File: src/rtl/consec_ones_sched.sv
// Round-robin scheduler sharing one consecutive-ones run detector among NUM_CH
// serial channels, with a saved run-length context per channel.
module consec_ones_sched #(
  parameter int NUM_CH = 4,
  parameter int CH_W   = 2,
  parameter int RUN_W  = 4,
  parameter int THRESH = 3
) (
  input  logic              clk,
  input  logic              reset,
  input  logic [NUM_CH-1:0] req,
  input  logic [NUM_CH-1:0] bit_in,
  output logic [NUM_CH-1:0] gnt,
  input  logic [NUM_CH-1:0] ch_clr,
  input  logic              cfg_we,
  input  logic [RUN_W-1:0]  cfg_thresh,
  output logic              out_valid,
  output logic [CH_W-1:0]   out_ch,
  output logic              out_det,
  output logic [RUN_W-1:0]  run_len,
  output logic [15:0]       det_total
);

  localparam logic [RUN_W-1:0] CNT_MAX = {RUN_W{1'b1}};

  logic [CH_W-1:0]  ptr_q;
  logic [RUN_W-1:0] thr_q;
  logic [RUN_W-1:0] cnt_q [NUM_CH];
  logic             out_valid_q;
  logic [CH_W-1:0]  out_ch_q;
  logic             out_det_q;
  logic [RUN_W-1:0] run_len_q;
  logic [15:0]      det_total_q;

  logic [NUM_CH-1:0] gnt_d;
  logic [CH_W-1:0]   cand;
  logic [CH_W-1:0]   g_idx;
  logic              consume;
  logic [RUN_W-1:0]  g_cnt;
  logic [RUN_W-1:0]  cnt_d;
  logic [RUN_W-1:0]  eff_thr;
  logic              det_d;

  // Search starts one past the last served channel, so the last winner
  // drops to lowest priority.
  always_comb begin
    // NOTE: every variable gets a default first so no path leaves it
    // unassigned; otherwise synthesis infers a latch.
    gnt_d   = '0;
    cand    = '0;
    g_idx   = '0;
    consume = 1'b0;
    for (int k = 1; k <= NUM_CH; k++) begin
      cand = CH_W'((int'(ptr_q) + k) % NUM_CH);
      if (!consume && req[cand]) begin
        consume = 1'b1;
        g_idx   = cand;
      end
    end
    if (consume) gnt_d[g_idx] = 1'b1;
  end

  assign gnt = gnt_d;

  // Updated context for the granted channel; a same-cycle clear wins.
  always_comb begin
    g_cnt   = cnt_q[g_idx];
    eff_thr = (thr_q == '0) ? RUN_W'(1) : thr_q;
    if (ch_clr[g_idx] || !bit_in[g_idx]) begin
      cnt_d = '0;
    end else if (g_cnt == CNT_MAX) begin
      cnt_d = CNT_MAX;
    end else begin
      cnt_d = g_cnt + RUN_W'(1);
    end
    det_d = consume && bit_in[g_idx] && !ch_clr[g_idx] && (cnt_d >= eff_thr);
  end

  always_ff @(posedge clk or negedge reset) begin
    if (!reset) begin
      // NOTE: the context array is only NUM_CH small registers, so it is reset
      // with everything else; a reset loses every channel's run.
      for (int i = 0; i < NUM_CH; i++) cnt_q[i] <= '0;
      ptr_q       <= CH_W'(NUM_CH - 1);
      thr_q       <= RUN_W'(THRESH);
      out_valid_q <= 1'b0;
      out_ch_q    <= '0;
      out_det_q   <= 1'b0;
      run_len_q   <= '0;
      det_total_q <= '0;
    end else begin
      // NOTE: non-blocking assignments so every register samples the
      // pre-edge values, e.g. a consume sees the old thr_q during cfg_we.
      for (int i = 0; i < NUM_CH; i++) begin
        if (ch_clr[i]) begin
          cnt_q[i] <= '0;
        end else if (consume && g_idx == CH_W'(i)) begin
          cnt_q[i] <= cnt_d;
        end
      end
      if (consume) ptr_q <= g_idx;
      if (cfg_we)  thr_q <= cfg_thresh;
      out_valid_q <= consume;
      out_det_q   <= det_d;
      if (consume) begin
        out_ch_q  <= g_idx;
        run_len_q <= cnt_d;
      end
      if (det_d) det_total_q <= det_total_q + 16'd1;
    end
  end

  assign out_valid = out_valid_q;
  assign out_ch    = out_ch_q;
  assign out_det   = out_det_q;
  assign run_len   = run_len_q;
  assign det_total = det_total_q;

endmodule

File: config.mk
export PLATFORM = sky130hd
export DESIGN_NAME = consec_ones_sched
export DESIGN_NICKNAME = d
export VERILOG_FILES = /design/src/rtl/consec_ones_sched.sv
export SDC_FILE = /design/constraint.sdc
export NUM_CORES = 1
export LEC_CHECK = 0
export ABC_AREA = 1
export BUFFER_PORTS_ARGS = -buffer_cell sky130_fd_sc_hd__buf_2
export CAP_MARGIN = 10
export CELL_PAD_IN_SITES_DETAIL_PLACEMENT = 1
export CELL_PAD_IN_SITES_GLOBAL_PLACEMENT = 1
export CORE_ASPECT_RATIO = 1.2
export CORE_MARGIN = 2
export CORE_UTILIZATION = 41
export CTS_CLUSTER_SIZE = 16
export DETAILED_ROUTE_END_ITERATION = 8
export PLACE_DENSITY_LB_ADDON = 0.1
export SLEW_MARGIN = 5
export SYNTH_ARGS = -nofsm -noshare
export SYNTH_HDL_FRONTEND = slang
export SYNTH_SLANG_ARGS = --single-unit
export TNS_END_PERCENT = 50
File: constraint.sdc
create_clock -name clk -period 4.9 [get_ports clk]
set_input_delay 0.98 -clock clk [delete_from_list [all_inputs] [get_ports clk]]
set_output_delay 0.98 -clock clk [all_outputs]
set_load 0.02 [all_outputs]
==> results of run 1 <==
## per-layer routing
metal | GRT usage, % | share of wire (%)
met3 | 2.892 | 2.4
met5 | 0 | 0
met4 | 5.606 | 1.3
met1 | 27.40 | 46
met2 | 33.42 | 50
## worst max path at each step
stage,from,slack (ps),endpoint
finish,req[3],890,det_total[0]
global route,req[3],500,det_total[1]
CTS,req[3],870,det_total[0]
detailed placement,req[0],540,det_total[0]
global placement,req[0],720,det_total[0]
floorplan,req[3],1120,det_total[6]
## synthesized netlist by cell type (4+ instances only)
library cell and n:
ha_1 5, nand3_1 35, nor3_1 5, inv_1 48, inv_2 5, dfrtp_1 42, o22ai_1 8, nor2_1 15
nand2_2 33, nand2_1 119, xor2_1 5, o21ai_0 14, xnor2_1 9, nand4_1 6, dfstp_2 4
## through the flow
stage	cells	hold slack, ps
3_5_place_dp	516	468.7
5_1_grt	523	521.4
6_report	523	482.1
4_1_cts	523	492.8
2_1_floorplan	388	447.9
3_3_place_gp	516	461.3
## worst max-delay path, stage by stage
cell and delay, ps:
buf_2 110, inv_1 40, nand2_1 60, nand2_1 90, nand2_1 50, nand2_1 90, nand2_2 70, nand3_2 140
nand3_4 240, nand2_1 160, nor2_1 50, a21oi_1 160, nand2_1 100, inv_1 80, ha_1 200, nand3_1 130
nand2_1 100, nand2_1 60, ha_1 280, o21ai_0 160, nand2_1 90, o21ai_0 190, inv_1 70, nand2_2 80
nand2_4 150, nand2_8 190, nand2_1 70, nand2_1 60
## layout make-up
class | count | share of cell area, %
sequential | 46 | 34.49
clock inverter | 1 | 0.8959
timing repair buffer | 48 | 7.316
multi-input combinational | 279 | 45.09
tap | 87 | 3.247
clock buffer | 6 | 2.464
inverter | 56 | 6.495
## registers in the layout, indices dropped and copies added, names as in the netlist
signal / flops
out_ch: 2
ptr_q: 2
det_total: 16
out_valid: 1
thr_q: 4
cnt_q: 16
run_len: 4
out_det: 1
## cell families (layout without fill, tap and decap cells)
group                    after synthesis  count (layout)  share of synthesized area, %
buffers and inverters                 63             111                         9.507
XOR/XNOR                              14              14                         4.160
adder cells (fa/ha/maj)                5               5                         2.122
flip-flops                            46              46                         39.22
AND/OR/NAND/NOR                      231             231                         39.39
AO/OA/AOI/OAI                         29              29                         5.603
==> out/metrics.csv, run 1 <==
metric,value,unit
end_kind,flip-flop,
seq_area_frac_synth,39.22,%
cts.sinks,46,
reg2reg_slack,930,ps
finClkSkew,4.300,ps
criticalPathCategory,in -> reg,
grt-ovfl-total,0,
clk_latency,300,ps
clk_root_buffer_cell,clkbuf_8,
pre_cts_ws,544.9,ps
ys_types,37,
layout_common_cells,"nand2_1 (119), inv_1 (48), buf_2 (46), dfrtp_1 (42), nand3_1 (35)",
whs_endpoint,run_len[0],
whs_path_depth,2,
synth_area_leaders,"dfrtp_1 (36%), nand2_1 (15%), nand2_2 (7.0%)",
slew_headroom,30.57,%
grtUsageTotal,20.29,%
synth.cell_area,2948,um^2
setup-tns-final,0,ps
gp_congestion,0.7730,
ant_nets,0,
worst-path-max-fanout,18,
ctsHoldBuffers,0,
max_freq,249.4,MHz
cp.arrival,4250,ps
synth-edff-count,0,
fin_util,48.61,%
cts_tree,done,
die_height,96.89,um
drt_first_pass_iters,4,
cts_resized,0,
rows,33,
via_count,2620,
nNetsFinal,460,
syn_nets,412,
finalSetupViolCount,0,
clk_pin_slew,90,ps
synth.top_cell.area_share,35.65,%
htree_levels,2,
detail_route.vias_per_cell,5.010,
layout_commonest_cell,nand2_1,
synth_ff_type,dfrtp_1,
fin_ws,891.0,ps
synth.avg_cell_area,7.597,um^2
synth_seq_cells,46,
ff_latch_area,1156,um^2
cts_setup_buffers,0,
async_flop_share,100.0,%
yosysTopAreaCell,dfrtp_1,
io_pins,47,
wl_per_cell,14.30,um
dieArea,7887,um^2
antenna_found_initial,0,
cap_violations,0,
grt_pass1_wl,12520,um
drt_iter0_drc,78,
postPlaceCellArea,3239,um^2
synthToLayoutAreaGrowth,13.71,%
required,5140,ps
place_hpwl,5718,um
fillCellCount,922,
fp.dieW,81.41,um
reg2regPathDepth,28,
core,6895,um^2
routed_wl,7479,um
r2r-start,ptr_q[0],
cts_buffers,5,
status,completed,
yosysWarnings,0,
layout-drive-gt1-share,26.83,%
period_share,81.82,%
initial_core_util,42.75,%
ctsLongestPathBuffers,2,
worst_slew_pin_slew,1041,ps
startpoint_type,primary input,
drc_errors,0,
hold_path.class,reg -> reg,
grt_pass1_vias,2590,
finalHoldViolCount,0,
fin_crit,4009,ps
syn_inst,388,
hold_start,run_len[0],
r2r_end,det_total[0],
antenna_cells,0,
design_area,3352,um^2
maxSlewViolCount,0,
rsz0062_at_grt,false,
multi_input_area,1511,um^2
io_buffers,46,
grt_start_max_net_pins,47,
Power of run 1 is not shown: default switching activity piles up to over one toggle a cycle in this logic, so the estimate is an artifact.
==> inputs of run 2 (changes only) <==
Settings changed: CORE_UTILIZATION 41 to 37.
Clock period 4.9 ns to 3.55 ns, I/O delays scaled along.
==> run 2 against run 1 <==
Compared with the run above: the run now ends with negative setup slack left; clock-buffer cell count unchanged; flip-flop and latch count unchanged; wire length up 20%; sequential share of layout area shrank 5.7 points; design area increased by 20%; register-to-register slack worse by 1000 ps; critical path type is now reg -> reg.
==> out/metrics.csv, run 2 (synthesis results as in run 1) <==
metric,value,unit,change
use_met3,2.608,%,-0.28 points
core,7707,um^2,+12%
io_pins,47,,unchanged
nNetsFinal,509,,+11%
worst_slew_pin_slew,714.5,ps,-326.9 ps
layout_commonest_cell,nand2_1,,
detail_route.vias_per_cell,5.114,,+2.1%
drt_iter0_drc,98,,+26%
reg2reg_slack,-70,ps,-1000 ps
use_met1,22.72,%,-4.7 points
reg2regPathDepth,27,,-3.6%
htree_levels,2,,unchanged
clk_pin_slew,90,ps,about the same
status,"finished, violations left",,
violations,negative setup slack,,
worst-path-max-fanout,8,,-10
ant_nets,0,,unchanged
ctsLongestPathBuffers,2,,unchanged
place_hpwl,6315,um,+10%
cap_violations,0,,unchanged
finalSetupViolCount,17,,+17
via_count,2956,,+13%
cts.sinks,46,,unchanged
criticalPathCategory,reg -> reg,,
startpoint_type,flip-flop,,
wl_per_cell,15.53,um,+8.6%
finClkSkew,11.38,ps,+7.083 ps
io_buffers,46,,unchanged
placed_cells,551,,+6.8%
slowest_delay,620,ps,+340 ps
grt_pass1_vias,2949,,+14%
gp_congestion,0.8532,,+10%
end_kind,flip-flop,,
layout_common_cells,"nand2_1 (97), buf_2 (46), inv_1 (44), dfrtp_1 (42), buf_4 (42)",,
r2r-start,ptr_q[0],,
grt-ovfl-total,0,,unchanged
initial_core_util,38.25,%,-4.5 points
max_freq,275.9,MHz,
drt_first_pass_iters,4,,unchanged
cts_buffers,5,,unchanged
crit_buf_inv,4,,unchanged
synthToLayoutAreaGrowth,36.42,%,
rows,35,,+6.1%
fp.dieW,85.48,um,+5.0%
clk_root_buffer_cell,clkbuf_8,,
worst_path_most_repeated_cell,nand2_4,,
fin_ws,-74.87,ps,-965.8 ps
grt_pass1_wl,13920,um,+11%
cts_tree,done,,
antenna_cells,0,,unchanged
slew_headroom,52.37,%,+22 points
fin_crit,3625,ps,
r2r_end,det_total[10],,
finalHoldViolCount,0,,unchanged
grt_busiest_layer,met2,,
drc_errors,0,,unchanged
hold_path.class,in -> async,,
antenna_found_initial,0,,unchanged
cp_top_family,simple AND/OR/NAND/NOR gates,,
use_met2,39.66,%,+6.2 points
period_share,102.1,%,
required,3800,ps,-1340 ps
grtUsageTotal,20.43,%,+0.14 points
dieArea,8700,um^2,+10%
grt_start_max_net_pins,33,,-30%
stdcell_count,578,,+11%
maxSlewViolCount,0,,unchanged
clk_latency,310,ps,about the same
routed_wl,8975,um,+20%
cp.arrival,3870,ps,-380 ps
worst-path-stages,27,,-3.6%
layout-drive-gt1-share,40.95,%,+14 points
rsz0062_at_grt,true,,
die_height,101.8,um,+5.0%
slowest_stage,dfstp_2,,
## run 2: changes by cell type in the layout (fill, tap and decap cells not counted), moves of 4 or more
| cell | before | now |
|---|---|---|
| nand2_1 | 119 | 97 |
| buf_4 | 2 | 42 |
| nand3_4 | 1 | 5 |
| nand2_4 | 3 | 29 |
| inv_1 | 48 | 44 |
| buf_6 | 0 | 4 |
## run 2: how the worst max path moves through the flow
stage	start	endpoint	slack (ps)
3_3_place_gp	req[3]	det_total[0]	-320
5_1_grt	ptr_q[0]	det_total[9]	-330
2_1_floorplan	req[3]	det_total[6]	40
6_report	ptr_q[0]	det_total[10]	-70
4_1_cts	ptr_q[0]	det_total[11]	2
3_5_place_dp	req[3]	det_total[5]	-400
## run 2: per-layer routing
metal / share of wire [%] / routed length, um
met5: 0 / 0
met4: 2.2 / 195
met3: 2.5 / 225
met2: 56 / 5028
met1: 39 / 3526
## run 2: cell type report
cell class	count	area [um^2]
fill	972	3686
multi-input combinational	284	1851
sequential	46	1156
timing repair buffer	92	590.6
inverter	56	222.7
tap	92	115.1
clock buffer	6	72.57
clock inverter	2	13.76
## run 2: what timing repair did
action	4_1_cts	5_1_grt
buffers inserted	3	11
cloned	5	0
pin swaps	10	35
setup endpoints to repair	17	17
gates resized for setup	19	59
hold buffers	0	0
## run 2: worst register-to-register path, stage by stage, from the launching register on
cell	delay (ps)
dfstp_2	620
clkinv_4	150
nand2_4	100
nand2_4	60
nand2_4	90
nand2_4	70
nor2_4	170
nand4_4	100
nand2_4	130
buf_6	120
nor2_4	30
a21oi_2	150
nand2_1	110
inv_2	90
ha_4	160
nand3_4	80
nand2_2	80
nand2_1	50
ha_1	260
o21ai_1	130
nand2_1	90
o21ai_1	140
inv_1	80
nand2_4	130
nand2_8	110
nand2_8	160
nand2_2	60
nand2_1	60
## run 2: through the flow
step | hold WS [ps] | area, um^2 | setup WS (ps) | setup TNS [ps] | utilization, %
6_report | 450.5 | 4021 | -74.87 | -693.9 | 52.18
5_1_grt | 497.6 | 4021 | -325.6 | -5043 | 52.18
4_1_cts | 479.9 | 3706 | 2.154 | 0 | 48.08
3_5_place_dp | 468.7 | 3471 | -402.7 | -6614 | 45.03
3_3_place_gp | 461.2 | 3471 | -320.1 | -5307 | 45.03
2_1_floorplan | 414.4 | 2948 | 44.19 | 0 | -
Power of run 2 is left out for the same reason.
